===== config.mk =====
export PLATFORM = sky130hd
export DESIGN_NAME = ins_enc_flat
export DESIGN_NICKNAME = d
export VERILOG_FILES = /design/src/rtl/rv32_pkg.sv /design/src/rtl/ins_enc_if.sv /design/src/rtl/ins_enc_pack.sv /design/src/rtl/ins_enc.sv /design/src/flat_wrapper.sv
export SDC_FILE = /design/constraint.sdc
export NUM_CORES = 1
export LEC_CHECK = 0
export CORE_ASPECT_RATIO = 1.1
export CORE_MARGIN = 3
export CORE_UTILIZATION = 46
export DETAILED_ROUTE_END_ITERATION = 7
export PLACE_DENSITY = 0.84
export SLEW_MARGIN = 40
export SYNTH_ARGS = -nofsm -noshare
export SYNTH_HDL_FRONTEND = slang
export SYNTH_HIERARCHICAL = 1
export SYNTH_SLANG_ARGS = --single-unit

===== constraint.sdc =====
create_clock -name clk -period 3.7 [get_ports clk]
set_clock_uncertainty 0.05 [all_clocks]
set_input_delay 1.11 -clock clk [delete_from_list [all_inputs] [get_ports clk]]
set_output_delay 1.11 -clock clk [all_outputs]
set_load 0.03 [all_outputs]

===== src/rtl/rv32_pkg.sv =====
// Shared RV32I definitions: instruction format selectors, base opcodes,
// the canonical NOP word and a signed range helper for immediate checks.
package rv32_pkg;

    // Format selector values carried on the fmt port; 6 and 7 are illegal
    typedef enum logic [2:0] {
        FMT_R = 3'd0,
        FMT_I = 3'd1,
        FMT_S = 3'd2,
        FMT_B = 3'd3,
        FMT_U = 3'd4,
        FMT_J = 3'd5
    } fmt_e;

    localparam logic [6:0] OP_LUI    = 7'h37;
    localparam logic [6:0] OP_JAL    = 7'h6F;
    localparam logic [6:0] OP_BRANCH = 7'h63;
    localparam logic [6:0] OP_STORE  = 7'h23;
    localparam logic [6:0] OP_IMM    = 7'h13;
    localparam logic [6:0] OP_REG    = 7'h33;

    // addi x0, x0, 0
    localparam logic [31:0] NOP_WORD = 32'h0000_0013;

    // True when v lies inside [lo, hi] as two's-complement values
    function automatic logic in_range(input logic signed [31:0] v,
                                      input logic signed [31:0] lo,
                                      input logic signed [31:0] hi);
        return (v >= lo) && (v <= hi);
    endfunction

endpackage


===== src/rtl/ins_enc_if.sv =====
// Field-set input and encoded-word output handshake bundle for ins_enc.
// master = producer of field sets and consumer of words; slave = encoder.
interface ins_enc_if #(parameter int ADDR_W = 32) ();

    logic              in_valid;
    logic              in_ready;
    logic [2:0]        fmt;
    logic [6:0]        opcode;
    logic [4:0]        rd;
    logic [2:0]        func3;
    logic [4:0]        rs1;
    logic [4:0]        rs2;
    logic [6:0]        func7;
    logic [31:0]       imm;

    logic              out_valid;
    logic              out_ready;
    logic [31:0]       out_word;
    logic [ADDR_W-1:0] out_addr;
    logic              out_err;

    modport master (
        output in_valid, fmt, opcode, rd, func3, rs1, rs2, func7, imm, out_ready,
        input  in_ready, out_valid, out_word, out_addr, out_err
    );

    modport slave (
        input  in_valid, fmt, opcode, rd, func3, rs1, rs2, func7, imm, out_ready,
        output in_ready, out_valid, out_word, out_addr, out_err
    );

endinterface


===== src/rtl/ins_enc_pack.sv =====
// Combinational RV32I field packer. Illegal formats yield a NOP with err set.
// Optional macro INS_ENC_RANGE_CHECK_EN additionally flags immediates that do
// not fit the selected format; the word is still packed from truncated bits.
module ins_enc_pack
    import rv32_pkg::*;
(
    input  logic [2:0]  fmt,
    input  logic [6:0]  opcode,
    input  logic [4:0]  rd,
    input  logic [2:0]  func3,
    input  logic [4:0]  rs1,
    input  logic [4:0]  rs2,
    input  logic [6:0]  func7,
    input  logic [31:0] imm,
    output logic [31:0] word,
    output logic        err
);

    logic fmt_err;
    logic range_err;

    // Place the fields for the selected format; unknown formats become a NOP
    always_comb begin
        word    = NOP_WORD;
        fmt_err = 1'b0;
        case (fmt_e'(fmt))
            FMT_R: word = {func7, rs2, rs1, func3, rd, opcode};
            FMT_I: word = {imm[11:0], rs1, func3, rd, opcode};
            FMT_S: word = {imm[11:5], rs2, rs1, func3, imm[4:0], opcode};
            FMT_B: word = {imm[12], imm[10:5], rs2, rs1, func3,
                           imm[4:1], imm[11], opcode};
            FMT_U: word = {imm[31:12], rd, opcode};
            FMT_J: word = {imm[20], imm[10:1], imm[11], imm[19:12], rd, opcode};
            default: begin
                word    = NOP_WORD;
                fmt_err = 1'b1;
            end
        endcase
    end

`ifdef INS_ENC_RANGE_CHECK_EN
    // Flag immediates the selected format cannot represent exactly
    always_comb begin
        range_err = 1'b0;
        case (fmt_e'(fmt))
            FMT_I, FMT_S: range_err = !in_range(imm, -32'sd2048, 32'sd2047);
            FMT_B:        range_err = !in_range(imm, -32'sd4096, 32'sd4094) || imm[0];
            FMT_J:        range_err = !in_range(imm, -32'sd1048576, 32'sd1048574) || imm[0];
            FMT_U:        range_err = (imm[11:0] != 12'd0);
            default:      range_err = 1'b0;
        endcase
    end
`else
    assign range_err = 1'b0;
`endif

    assign err = fmt_err | range_err;

endmodule


===== src/rtl/ins_enc.sv =====
// ins_enc: registered RV32I encoder. Packs a field set into a word, tags it
// with a running byte address and offers it on a valid/ready output stage.
// Optional macro INS_ENC_RANGE_CHECK_EN enables immediate range flagging.
module ins_enc
    import rv32_pkg::*;
#(
    parameter int                ADDR_W    = 32,
    parameter logic [ADDR_W-1:0] BASE_ADDR = '0
) (
    input  logic              clk,
    input  logic              reset,
    ins_enc_if.slave          bus,
    input  logic              load,
    input  logic [ADDR_W-1:0] load_addr,
    output logic [15:0]       count
);

    logic [31:0]       pack_word;
    logic              pack_err;
    logic              out_valid_q;
    logic [31:0]       out_word_q;
    logic [ADDR_W-1:0] out_addr_q;
    logic              out_err_q;
    logic [ADDR_W-1:0] addr_cnt;
    logic [ADDR_W-1:0] word_addr;
    logic              accept;
    logic              handshake;

    ins_enc_pack u_pack (
        .fmt    (bus.fmt),
        .opcode (bus.opcode),
        .rd     (bus.rd),
        .func3  (bus.func3),
        .rs1    (bus.rs1),
        .rs2    (bus.rs2),
        .func7  (bus.func7),
        .imm    (bus.imm),
        .word   (pack_word),
        .err    (pack_err)
    );

    assign bus.in_ready = !out_valid_q || bus.out_ready;
    assign accept       = bus.in_valid && bus.in_ready;
    assign handshake    = out_valid_q && bus.out_ready;
    assign word_addr    = load ? load_addr : addr_cnt;

    // Output register: capture on accept, drop valid once consumed
    always_ff @(posedge clk) begin
        if (reset) begin
            out_valid_q <= 1'b0;
            out_word_q  <= '0;
            out_addr_q  <= '0;
            out_err_q   <= 1'b0;
        end else if (accept) begin
            out_valid_q <= 1'b1;
            out_word_q  <= pack_word;
            out_addr_q  <= word_addr;
            out_err_q   <= pack_err;
        end else if (handshake) begin
            out_valid_q <= 1'b0;
        end
    end

    // Address counter: optional reload, then step past any accepted word
    always_ff @(posedge clk) begin
        if (reset) begin
            addr_cnt <= BASE_ADDR;
        end else if (accept) begin
            addr_cnt <= word_addr + ADDR_W'(4);
        end else begin
            addr_cnt <= word_addr;
        end
    end

    // Emitted-word counter, wraps naturally at 16 bits
    always_ff @(posedge clk) begin
        if (reset) begin
            count <= '0;
        end else if (handshake) begin
            count <= count + 16'd1;
        end
    end

    assign bus.out_valid = out_valid_q;
    assign bus.out_word  = out_word_q;
    assign bus.out_addr  = out_addr_q;
    assign bus.out_err   = out_err_q;

endmodule

===== src/flat_wrapper.sv =====
// flat-port wrapper written by rule: the top's interface ports become plain ports
module ins_enc_flat import rv32_pkg::*;
#(
    parameter int                ADDR_W    = 32,
    parameter logic [ADDR_W-1:0] BASE_ADDR = '0
)
  (clk, reset, load, load_addr, count, bus_in_valid, bus_fmt, bus_opcode, bus_rd, bus_func3, bus_rs1, bus_rs2, bus_func7, bus_imm, bus_out_ready, bus_in_ready, bus_out_valid, bus_out_word, bus_out_addr, bus_out_err);
  ins_enc_if #(.ADDR_W(ADDR_W)) bus_i ();
  input  logic clk;
  input  logic reset;
  input  logic load;
  input  logic [ADDR_W-1:0] load_addr;
  output logic [15:0] count;
  input wire logic [$bits(bus_i.in_valid)-1:0] bus_in_valid;
  input wire logic [$bits(bus_i.fmt)-1:0] bus_fmt;
  input wire logic [$bits(bus_i.opcode)-1:0] bus_opcode;
  input wire logic [$bits(bus_i.rd)-1:0] bus_rd;
  input wire logic [$bits(bus_i.func3)-1:0] bus_func3;
  input wire logic [$bits(bus_i.rs1)-1:0] bus_rs1;
  input wire logic [$bits(bus_i.rs2)-1:0] bus_rs2;
  input wire logic [$bits(bus_i.func7)-1:0] bus_func7;
  input wire logic [$bits(bus_i.imm)-1:0] bus_imm;
  input wire logic [$bits(bus_i.out_ready)-1:0] bus_out_ready;
  output wire logic [$bits(bus_i.in_ready)-1:0] bus_in_ready;
  output wire logic [$bits(bus_i.out_valid)-1:0] bus_out_valid;
  output wire logic [$bits(bus_i.out_word)-1:0] bus_out_word;
  output wire logic [$bits(bus_i.out_addr)-1:0] bus_out_addr;
  output wire logic [$bits(bus_i.out_err)-1:0] bus_out_err;
  assign bus_i.in_valid = bus_in_valid;
  assign bus_i.fmt = bus_fmt;
  assign bus_i.opcode = bus_opcode;
  assign bus_i.rd = bus_rd;
  assign bus_i.func3 = bus_func3;
  assign bus_i.rs1 = bus_rs1;
  assign bus_i.rs2 = bus_rs2;
  assign bus_i.func7 = bus_func7;
  assign bus_i.imm = bus_imm;
  assign bus_i.out_ready = bus_out_ready;
  assign bus_in_ready = bus_i.in_ready;
  assign bus_out_valid = bus_i.out_valid;
  assign bus_out_word = bus_i.out_word;
  assign bus_out_addr = bus_i.out_addr;
  assign bus_out_err = bus_i.out_err;
  ins_enc #(.ADDR_W(ADDR_W), .BASE_ADDR(BASE_ADDR)) u_core (.clk(clk), .reset(reset), .bus(bus_i), .load(load), .load_addr(load_addr), .count(count));
endmodule

## Word level (Yosys, flattened, before mapping)

Cells that the tools add are included.

- $add $sub $neg: 2
- Equality and inequality tests: 5
- Multiplexer cells: 6
- Reductions and logical operators: 7

Operators with widths:

| operator | count |
|---|---|
| 32-bit case mux with 6 select lines | 1 |
| 32-bit 2-to-1 mux | 2 |
| 32-bit by 3-bit adder with 32-bit output (second input constant) | 1 |
| 16-bit by 1-bit adder with 16-bit output (second input constant) | 1 |
| 3-bit by 2-bit == test with 1-bit output (second input constant) | 2 |
| 3-bit == test (second input constant) | 2 |
| 6-bit OR reduction | 1 |
| 3-bit by 1-bit == test with 1-bit output (second input constant) | 1 |
| 3-bit zero test | 1 |
| 1-bit 2-to-1 mux | 3 |
| 1-bit logical AND | 2 |
| 2-bit nonzero test | 1 |
| 1-bit zero test | 1 |
| 1-bit logical OR | 1 |

- Register bits after elaboration: 114
- Output and inout port bits: 83

## Longest topological paths before layout

Gate-level depths: netlist of the first run.

- Depth in word-level cells: 4
- Gate-level depth with buffers: 12
- Gate-level depth less buffers: 7

## Cells and area by module

Netlist of the first run, hierarchy kept.

Modules (own cells, without submodules):

| module | times used | cells each | area an instance (µm²) | sequential area each (µm²) |
|---|---|---|---|---|
| ins_enc | 1 | 575 | 4,897.2 | 2,282.2 |
| ins_enc_pack | 1 | 91 | 595.6 | 0.0 |

## Worst setup path before layout of the first run

Ideal clock, no wire load.

- Path type: input to register
- Start: input load
- End: register u_core.addr_cnt[20]
- Arrival time: 3.325 ns
- Setup slack: 0.265 ns
- Cell stages on the path: 12
- Path through: buf_6 > buf_2 > buf_2 > buf_2 > mux2i_1 > inv_1 > ha_1 > o2111a_1 > buf_2 > nand4_1 > or4_1 > nand2_1

- Longest elaborated chain between the ends: 3

Ends and longest elaborated chain:

| item | RTL line | RTL |
|---|---|---|
| from (decl) | flat_wrapper.sv:11 | `input logic load;` |
| 32-bit 2-to-1 mux | ins_enc.sv:45 | `assign word_addr = load ? load_addr : addr_cnt;` |
| net u_core.word_addr[2] | ins_enc.sv:25 | `logic [ADDR_W-1:0] word_addr;` |
| 32-bit by 3-bit adder with 32-bit output | ins_enc.sv:69 | `addr_cnt <= word_addr + ADDR_W'(4);` |
| 32-bit 2-to-1 mux | ins_enc.sv:68 | `end else if (accept) begin` |
| to (signal assigned) | ins_enc.sv:69 |  |
| to (signal assigned) | ins_enc.sv:71 | `addr_cnt <= word_addr;` |
| to (decl) | ins_enc.sv:24 | `logic [ADDR_W-1:0] addr_cnt;` |

The timed path passes the listed nets, and every way through them passes these cells.
A chain may end at the register's enable or synchronous reset.

## Final worst setup path of the first run

- Start: input bus_out_ready
- End: output bus_in_ready

- Longest elaborated chain between the ends: 1

Ends and longest elaborated chain:

| item | RTL line | RTL |
|---|---|---|
| from (decl) | flat_wrapper.sv:23 | `input wire logic [$bits(bus_i.out_ready)-1:0] bus_out_ready;` |
| 1-bit logical OR | ins_enc.sv:42 | `assign bus.in_ready = !out_valid_q \|\| bus.out_ready;` |
| to (decl) | flat_wrapper.sv:24 | `output wire logic [$bits(bus_i.in_ready)-1:0] bus_in_ready;` |

No other way between the ends.

==> results of run 1 <==
## logic make-up (layout without fill, tap and decap cells)
kind of cell | count (synthesis) | count (layout) | share of synthesized area
xor gates and xnor gates | 26 | 26 | 0.0415
DFF | 114 | 114 | 0.415
and+or+nand+nor | 270 | 270 | 0.236
AOI/OAI and AO/OA | 156 | 156 | 0.187
adders and majority gates | 2 | 2 | 0.00456
buffers and inverters | 65 | 250 | 0.0544
muxes | 33 | 33 | 0.0610
## where the power goes
group          internal [mW]  switching [mW]  leakage, nW
registers               1.30          0.0414        0.937
logic                  0.292           0.336         1.85
clock network           1.18           0.552        0.308
## worst max path at each step
stage / from / endpoint / slack (ns) / cells past startpoint
finish: bus_out_ready / bus_in_ready / 0.58 / 3
global route: load / u_core/addr_cnt[26]$_SDFF_PP0_ / 0.43 / 7
CTS: bus_out_ready / bus_in_ready / 0.56 / 3
detailed placement: load / u_core/addr_cnt[26]$_SDFF_PP0_ / 0.37 / 7
global placement: load / u_core/addr_cnt[31]$_SDFF_PP0_ / 0.44 / 8
floorplan: load / u_core/addr_cnt[20]$_SDFF_PP0_ / 0.27 / 12
## per-stage QoR
stage	worst slack (ns)	std cells	area, µm²	hold slack [ns]	utilization
floorplan	0.265	666	5490	0.406	-
global placement	0.441	969	7450	0.392	0.643
detailed placement	0.368	969	7450	0.395	0.643
CTS	0.561	1001	8080	0.402	0.697
global route	0.430	1001	8080	0.421	0.697
finish	0.576	1001	8080	0.398	0.697
## area by class of cell
cell class,count,area (µm²)
Clock buffer,23,478
Multi-Input combinational cell,487,2910
Clock inverter,9,151
Tap cell,150,188
Timing Repair Buffer,201,2010
Sequential cell,114,2280
Fill cell,917,3510
Inverter,17,63.8
## placed cells by master (no fill, tap or decap), types with 16 or more instances in the layout
cell | synthesis | layout
sky130_fd_sc_hd__clkbuf_16 | 0 | 17
sky130_fd_sc_hd__xnor2_1 | 16 | 16
sky130_fd_sc_hd__a22oi_1 | 18 | 18
sky130_fd_sc_hd__a211oi_1 | 31 | 31
sky130_fd_sc_hd__mux2i_1 | 29 | 29
sky130_fd_sc_hd__dfxtp_1 | 114 | 114
sky130_fd_sc_hd__nand2_1 | 99 | 99
sky130_fd_sc_hd__o21ai_0 | 17 | 17
sky130_fd_sc_hd__nand3_1 | 16 | 16
sky130_fd_sc_hd__a21oi_1 | 50 | 50
sky130_fd_sc_hd__inv_1 | 17 | 17
sky130_fd_sc_hd__nor2_1 | 74 | 74
sky130_fd_sc_hd__clkdlybuf4s50_1 | 0 | 183
## routing by layer
metal	GRT usage	vias to the layer above	wire, µm	share of wire
met5	0	-	0	0
met2	0.435	259	8350	0.50
met4	0.108	0	426	0.025
met1	0.281	2656	6360	0.38
li1	-	2701	-	-
met3	0.0918	35	1630	0.097
## Yosys cell counts, drive strengths merged (4+ instances only)
cell type  instances  share of area
a21oi             51          0.047
nor4               6         0.0068
nand2             99          0.068
a22oi             18          0.025
nor2              74          0.051
nor2b              7         0.0093
nor3              11          0.010
mux2               4         0.0082
and4               5         0.0080
xor2              10          0.016
dfxtp            114           0.42
xnor2             16          0.026
o22ai              7         0.0080
nand4b             4         0.0064
mux2i             29          0.053
inv               17          0.012
nand2b             8         0.0091
buf               25          0.027
a211oi            31          0.042
clkbuf            23          0.016
o21ai             17          0.015
nand3             16          0.015
o2bb2ai            4         0.0064
a22o               6         0.0096
and2               6         0.0068
nand4             14          0.016
## worst reg2reg max path, stage by stage (launching register included)
cell and delay, ns:
sky130_fd_sc_hd__dfxtp_1 0.38, sky130_fd_sc_hd__nand4b_1 0.16, sky130_fd_sc_hd__a222oi_1 0.34, sky130_fd_sc_hd__buf_4 0.18, sky130_fd_sc_hd__and4_1 0.35, sky130_fd_sc_hd__nand4_1 0.14
sky130_fd_sc_hd__mux2_1 0.34
## sequential cells by signal, summed over array words and instances, names as in the netlist
| register | cells |
|---|---|
| u_core/addr_cnt | 32 |
| u_core/bus.out_addr | 32 |
| u_core/bus.out_word | 32 |
| u_core/count | 16 |
| u_core/bus.out_err | 1 |
| u_core/bus.out_valid | 1 |
==> impl_summary.txt, run 1 <==
----------------------------------------------------
[Outcome]
  Outcome ... completed

[Hold path]
  Hold Crit Class ... reg2reg
  Min-delay src ... u_core/bus.out_word[15]$_SDFFE_PP0P_
  Hold EP ... u_core/bus.out_word[15]$_SDFFE_PP0P_
  Hold path depth ... 2

[Timing]
  Final critical-path required period ... 3.12 ns
  Relative slew slack ... 0.491
  Final Max Tran Viols ... 0
  Count of endpoints failing setup in the final report ... 0
  F_max ... 320 MHz
  Final hold violation count ... 0
  Actual transition at the worst max-transition pin ... 0.761 ns
  Final Cycle Share ... 0.844
  Unrepaired setup endpoints after global routing ... no
  Setup TNS ... 0 ns

[Routing]
  Remaining routing DRC violations ... 0
  Ratio of routed vias to standard cells ... 5.65
  Count of antenna-violating nets left after detailed routing ... 0
  Detailed-routing iteration count for the pre-antenna-repair pass ... 5
  Total vias in the final route ... 5,651
  Final WL ... 16,800 µm
  Violation count after the first detailed-route iteration ... 345
  Routed length per instance ... 16.7 µm

[Layout]
  Antenna diode instance count ... 0
  Share of final-layout standard cells stronger than drive strength 1 ... 0.0682
  Area added between synthesis and finish ... 47.2%
  Total number of nets in the final design ... 944

[Critical path]
  Startpoint types ... input pin
  Max incr delay on CP ... 0.51 ns
  Element type at the critical path end ... primary output
  Worst flop-to-flop path endpoint ... u_core/addr_cnt[31]$_SDFF_PP0_
  Worst Setup Path Type ... in2out
  Cells along the critical path ... clkdlybuf4s50_1, nand2b_1, buf_12
  Family with the most delay on the worst path ... buffers and inverters
  Worst path slowest cell ... sky130_fd_sc_hd__clkdlybuf4s50_1
  Endpoint required time on the critical path ... 2.54 ns
  WP buf/inv ... 2
  Crit Reg-Reg Startpoint ... u_core/addr_cnt[10]$_SDFF_PP0_
  FF-to-FF setup slack ... 1.64 ns
  R2r worst-path depth ... 6
  Arrival time at the worst endpoint ... 1.96 ns
  CP Max Fanout ... 3

[Clock tree]
  Maximum root-to-sink buffer count ... 2
  CTS tree ... done
  Clock buffer count from CTS ... 17
  Clock latency at the later pin of the worst-skew pair ... 0.40 ns
  Hold buffer count at CTS ... 0
  Post-cts repair resize count ... 0
  Clk slew on worst S/H paths ... 0.05 ns
  Sinks on Clock Net ... 114
  Post-CTS Setup Repair Bufs ... 0
  Root buffer cell ... sky130_fd_sc_hd__clkbuf_16
  Htree depth ... 4

[GRT]
  Antenna violations before repair ... 0
  Overall overflow remaining after global route ... 0
  Via count of the first global-routing pass ... 5,550
  Global-route wire length before repair ... 26,800 µm
  Global-route total usage across every layer ... 0.254
  Largest net degree at the start of global routing ... 89

[Placement]
  Port bufs ... 186
  Detail Placement HPWL ... 12,200 µm
  Routability cong. ... 0.923

[Logic synthesis]
  Distinct cell type count of the synthesized netlist ... 61
  Synthesized instance count ... 666
  EDFF count, synth ... 0
  #FFs+latches synth ... 114
  Top FF cell, synth ... sky130_fd_sc_hd__dfxtp_1
  Share of the yosys chip area belonging to registers ... 0.415
  Post-synth design cell area ... 5490 µm²
  Warnings from Yosys ... 6
  FFs w/ async S/R, synth ... 0
  Avg Inst Size Synth ... 8.25 µm²
  Net count after synthesis ... 772

[Pwr]
  Highest ir drop seen on vdd ... 291 µV
  Power density cells ... 458 nW/µm²
  Power Total ... 3.70 mW
  Total leakage power ... 3.09 nW

[Floorplanning]
  Die footprint ... 13,300 µm²
  Die X ... 110 µm
  Floorplan row count ... 41
  Area of the core ... 11,600 µm²
  Effective utilization at floorplan ... 0.474
  Die extent in y ... 121 µm
  Number of top-level pins ... 187

[Job]
  Number of max-cap violations ... 0

----------------------------------------------------
(Power assumes the default switching activity.)
==> inputs of run 2 (changes only) <==
Settings changed: CORE_UTILIZATION 46 to 41, PLACE_DENSITY 0.84 to 0.79.
Clock period 3.7 ns to 2.8 ns, I/O delays scaled along.
==> impl_summary.txt, run 2 (same netlist as run 1, synthesis figures left out) <==
----------------------------------------------------
[Pwr]
  Design internal power ... 3.44 mW
  Proportion of power drawn by the clock network ... 0.445
  Highest ir drop seen on vdd ... 316 µV
  Sequential cell fraction of total power ... 0.374
  Net Switching ... 1.28 mW
  Switching Share ... 0.271
  Total leakage power ... 3.20 nW
  Combinational group share of total power ... 0.181
  Power density cells ... 571 nW/µm²

[Clock tree]
  CTS tree ... done
  Maximum root-to-sink buffer count ... 2
  Clk slew on worst S/H paths ... 0.05 ns
  Htree depth ... 4
  Root buffer cell ... sky130_fd_sc_hd__clkbuf_16
  Sinks on Clock Net ... 114
  Clock buffer count from CTS ... 17
  Post-CTS Setup Repair Bufs ... 0
  Hold buffer count at CTS ... 0
  Clock latency at the later pin of the worst-skew pair ... 0.41 ns

[Placement]
  Port bufs ... 186
  Routability cong. ... 0.896
  Detail Placement HPWL ... 11,800 µm

[Routing]
  Remaining routing DRC violations ... 0
  Total vias in the final route ... 5,490
  Violation count after the first detailed-route iteration ... 380
  Detailed-routing iteration count for the pre-antenna-repair pass ... 5
  Count of antenna-violating nets left after detailed routing ... 0
  Ratio of routed vias to standard cells ... 5.29
  Final WL ... 15,900 µm
  Routed length per instance ... 15.4 µm

[Floorplanning]
  Area of the core ... 12,900 µm²
  Number of top-level pins ... 187
  Floorplan row count ... 43
  Die extent in y ... 127 µm
  Die footprint ... 14,800 µm²
  Die X ... 116 µm
  Effective utilization at floorplan ... 0.427

[Timing]
  Final Max Tran Viols ... 0
  Final critical-path required period ... 2.72 ns
  Final Cycle Share ... 0.970
  Relative slew slack ... 0.483
  Final hold violation count ... 0
  Setup TNS ... 0 ns
  Count of endpoints failing setup in the final report ... 0
  Unrepaired setup endpoints after global routing ... no
  Actual transition at the worst max-transition pin ... 0.776 ns
  Hold Slack ... 0.400 ns
  F_max ... 368 MHz

[Critical path]
  Element type at the critical path end ... primary output
  Crit Reg-Reg Startpoint ... u_core/addr_cnt[2]$_SDFF_PP0_
  Endpoint required time on the critical path ... 1.91 ns
  Arrival time at the worst endpoint ... 1.83 ns
  Crit path launch ... bus_out_ready
  Worst path slowest cell ... sky130_fd_sc_hd__clkdlybuf4s50_1
  Startpoint types ... input pin
  CP Max Fanout ... 6
  Worst Setup Path Type ... in2out
  Max incr delay on CP ... 0.55 ns
  Cells along the critical path ... clkdlybuf4s50_1, nand2b_2, buf_4

[Layout]
  Antenna diode instance count ... 0
  Most common cell after layout, fill and taps aside ... sky130_fd_sc_hd__clkdlybuf4s50_1
  Total number of nets in the final design ... 973
  Share of final-layout standard cells stronger than drive strength 1 ... 0.105
  Filler Cells Inserted ... 1,083
  Commonest non-fill, non-tap cells in the layout ... sky130_fd_sc_hd__clkdlybuf4s50_1 (183), sky130_fd_sc_hd__dfxtp_1 (114), sky130_fd_sc_hd__nand2_1 (99)
  Area added between synthesis and finish ... 50.7%

[GRT]
  Global-route wire length before repair ... 25,700 µm
  Antenna violations before repair ... 0
  Global-route total usage across every layer ... 0.217
  Overall overflow remaining after global route ... 0
  Largest net degree at the start of global routing ... 74
  Via count of the first global-routing pass ... 5,291

[Outcome]
  Outcome ... completed

[Job]
  Number of max-cap violations ... 0

[Hold path]
  Min-delay src ... u_core/bus.out_word[15]$_SDFFE_PP0P_
  Hold Crit Class ... reg2reg

----------------------------------------------------
[run 2: cell count changes in the layout (fill, tap and decap cells not counted), moves of 2 or more]
cell                         previous run  this run
sky130_fd_sc_hd__buf_4                 13        42
sky130_fd_sc_hd__clkinv_4               0         4
sky130_fd_sc_hd__clkbuf_1               3         0
sky130_fd_sc_hd__clkbuf_8               3         0
sky130_fd_sc_hd__bufinv_16              4         2
sky130_fd_sc_hd__clkinvlp_4             1         3
sky130_fd_sc_hd__inv_6                  1         3
[run 2: routing by layer]
metal	vias up	GRT usage	part of all wire
met4	0	0.0744	0.020
met3	23	0.0734	0.082
li1	2770	-	-
met2	191	0.367	0.49
met1	2506	0.256	0.41
met5	-	0	0
[run 2: layout make-up]
cell class / count / area [µm²] / share of cell area
clock buffers: 17 / 425 / 0.0514
clock inverters: 15 / 159 / 0.0192
inverters: 17 / 63.8 / 0.00771
multi-input cells: 487 / 2920 / 0.353
flip-flops and latches: 114 / 2280 / 0.276
well taps: 157 / 196 / 0.0237
repair buffers: 230 / 2230 / 0.270
[run 2: path summary, 6_finish.rpt]
kind	endpoint	slack, ns	depth (start not counted)
worst max-delay path	bus_in_ready	0.08	3
worst min-delay path	u_core/bus.out_word[15]$_SDFFE_PP0P_	0.40	2
worst max register to register	u_core/addr_cnt[28]$_SDFF_PP0_	0.93	7
worst min register to register	u_core/bus.out_word[15]$_SDFFE_PP0P_	0.40	2
[run 2: worst max-delay path, delay by kind of cell]
family	cells	cell delay, ns
simple gates	1	0.24
buf+inv	2	0.74
[run 2: power groups by stage]
stage	registers (mW)	logic (mW)	clock network (mW)
floorplan	1.92	0.333	0
global placement	1.80	0.845	0
detailed placement	1.80	0.851	0
CTS	1.77	0.857	2.14
global route	1.78	0.924	2.22
finish	1.77	0.854	2.10
[run 2: timing repair]
item | in CTS | in global routing
hold endpoints to repair | 0 | 0
setup endpoints to repair | 1 | 0
gates resized for setup | 1 | 0
[run 2: metrics by stage]
stage | utilization | power (mW) | worst slack [ns] | cell area [µm²] | instances
after floorplan | - | 2.26 | -0.105 | 5540 | 666
after global placement | 0.598 | 2.65 | -0.0669 | 7690 | 1005
after detailed placement | 0.598 | 2.65 | -0.115 | 7690 | 1005
after CTS | 0.644 | 4.77 | 0.0684 | 8280 | 1037
after global routing | 0.644 | 4.92 | 0.0357 | 8280 | 1037
final | 0.644 | 4.73 | 0.0836 | 8280 | 1037
==> inputs of run 3 (changes only) <==
Settings changed: CORE_MARGIN 3 to 2, GPL_TIMING_DRIVEN from default to 0, SKIP_CTS_REPAIR_TIMING from default to 1.
==> impl_summary.txt, run 3 (same netlist as run 1, synthesis figures left out) <==
----------------------------------------------------
[Outcome]
  Outcome ... completed

[Hold path]
  Min-delay src ... u_core/bus.out_word[20]$_SDFFE_PP0P_
  Hold path depth ... 2
  Hold Crit Class ... reg2reg

[Floorplanning]
  Number of top-level pins ... 187
  Die footprint ... 14,300 µm²
  Area of the core ... 13,200 µm²
  Die X ... 114 µm
  Die extent in y ... 125 µm
  Floorplan row count ... 44
  Effective utilization at floorplan ... 0.417

[Critical path]
  Crit path launch ... load
  Worst path slowest cell ... sky130_fd_sc_hd__or4_1
  Endpoint required time on the critical path ... 3.10 ns
  Worst Setup Path Type ... in2reg
  Startpoint types ... input pin
  Most frequent CP cell ... sky130_fd_sc_hd__buf_12
  Crit Reg-Reg Startpoint ... u_core/addr_cnt[9]$_SDFF_PP0_
  Max incr delay on CP ... 0.54 ns
  R2r worst-path depth ... 7
  Arrival time at the worst endpoint ... 3.06 ns
  WP buf/inv ... 6
  Total stage count of the critical path ... 12
  Family with the most delay on the worst path ... buffers and inverters
  Cells along the critical path ... clkbuf_2, buf_12, buf_12, buf_8, mux2i_1, inv_1, ha_2, o2111a_1, buf_6, nand4_1, or4_1, nand2_1
  Element type at the critical path end ... flop
  CP Max Fanout ... 19

[Pwr]
  Highest ir drop seen on vdd ... 283 µV
  Power Total ... 4.82 mW
  Total leakage power ... 3.13 nW
  Power density cells ... 589 nW/µm²

[GRT]
  Overall overflow remaining after global route ... 0
  Largest net degree at the start of global routing ... 17
  Via count of the first global-routing pass ... 5,583
  Antenna violations before repair ... 0
  Global-route total usage across every layer ... 0.249
  Global-route wire length before repair ... 28,000 µm

[Timing]
  F_max ... 362 MHz
  Hold Slack ... 0.401 ns
  Final critical-path required period ... 2.76 ns
  Final hold violation count ... 0
  Final Max Tran Viols ... 0
  Setup TNS ... 0 ns
  Final Cycle Share ... 0.985
  Count of endpoints failing setup in the final report ... 0
  Relative slew slack ... 0.586
  Actual transition at the worst max-transition pin ... 0.621 ns

[Placement]
  Detail Placement HPWL ... 13,300 µm
  Routability cong. ... 0.927
  Port bufs ... 184
  Number of instances in the placed design ... 1,011
  Placed cell areas ... 7590 µm²

[Routing]
  Violation count after the first detailed-route iteration ... 341
  Routed length per instance ... 17.0 µm
  Remaining routing DRC violations ... 0
  Count of antenna-violating nets left after detailed routing ... 0
  Final WL ... 17,700 µm
  Detailed-routing iteration count for the pre-antenna-repair pass ... 5
  Total vias in the final route ... 5,669
  Ratio of routed vias to standard cells ... 5.46

[Clock tree]
  Maximum root-to-sink buffer count ... 2
  Clock latency at the later pin of the worst-skew pair ... 0.40 ns
  Htree depth ... 4
  Clk slew on worst S/H paths ... 0.05 ns
  CTS tree ... done
  Clock buffer count from CTS ... 17
  Sinks on Clock Net ... 114
  Root buffer cell ... sky130_fd_sc_hd__clkbuf_16

[Layout]
  Area added between synthesis and finish ... 49.2%
  Total number of nets in the final design ... 974
  Commonest non-fill, non-tap cells in the layout ... sky130_fd_sc_hd__clkdlybuf4s50_1 (182), sky130_fd_sc_hd__dfxtp_1 (114), sky130_fd_sc_hd__nand2_1 (99)
  Share of final-layout standard cells stronger than drive strength 1 ... 0.0740
  Most common cell after layout, fill and taps aside ... sky130_fd_sc_hd__clkdlybuf4s50_1
  Final Instance Area ... 8190 µm²
  Filler Cells Inserted ... 1,175
  Antenna diode instance count ... 0
  Count of non-filler cells in the finished layout ... 1,039

[Job]
  Number of max-cap violations ... 0

----------------------------------------------------
==> run 3: cell count changes in the layout (fill, tap and decap cells not counted), sizes merged <==
cell	before	now
clkbuf	17	51
bufinv	2	3
inv	20	17
clkinvlp	3	0
buf	47	22
clkdlybuf4s50	183	182
clkinv	7	2
==> run 3: report_power, final <==
part	switching [mW]	internal, mW	leakage, nW	total [mW]
clock network	0.698	1.50	0.298	2.20
logic	0.460	0.392	1.89	0.852
registers	0.0533	1.72	0.937	1.77
==> run 3: tightest hold or removal path: cells and delay by family, from the launching register on <==
family | cells | cell delay [ns]
and+or+nand+nor | 1 | 0.05
AOI/OAI and AO/OA | 1 | 0.05
DFF | 1 | 0.30
==> run 3: final timing paths <==
path                                               end  slack (ns)
setup reg to reg        u_core/addr_cnt[31]$_SDFF_PP0_        0.75
setup / recovery        u_core/addr_cnt[20]$_SDFF_PP0_        0.04
hold reg to reg   u_core/bus.out_word[20]$_SDFFE_PP0P_        0.40
hold / removal    u_core/bus.out_word[20]$_SDFFE_PP0P_        0.40
==> run 3: area by class of cell <==
cell class	count	area, µm²	area share
timing repair buffer	186	1850	0.225
sequential	114	2280	0.279
inverter	17	63.8	0.00779
tap	161	201	0.0246
multi-input combinational	487	2920	0.357
clock inverter	5	100	0.0122
clock buffer	24	502	0.0612
buffer	45	273	0.0333
==> run 3: stage by stage <==
step | utilization | setup slack (ns)
after floorplan | - | -0.105
after global placement | 0.577 | -1.02
after detailed placement | 0.577 | -1.03
after CTS | 0.622 | -0.640
after global routing | 0.623 | -0.0133
final | 0.623 | 0.0411
==> run 3: layer usage <==
layer / wire (µm) / GRT usage / vias to the layer above
met4: 586 / 0.116 / 0
li1: - / - / 2764
met2: 8460 / 0.419 / 255
met3: 1680 / 0.0906 / 41
met5: 0 / 0 / -
met1: 6960 / 0.279 / 2609
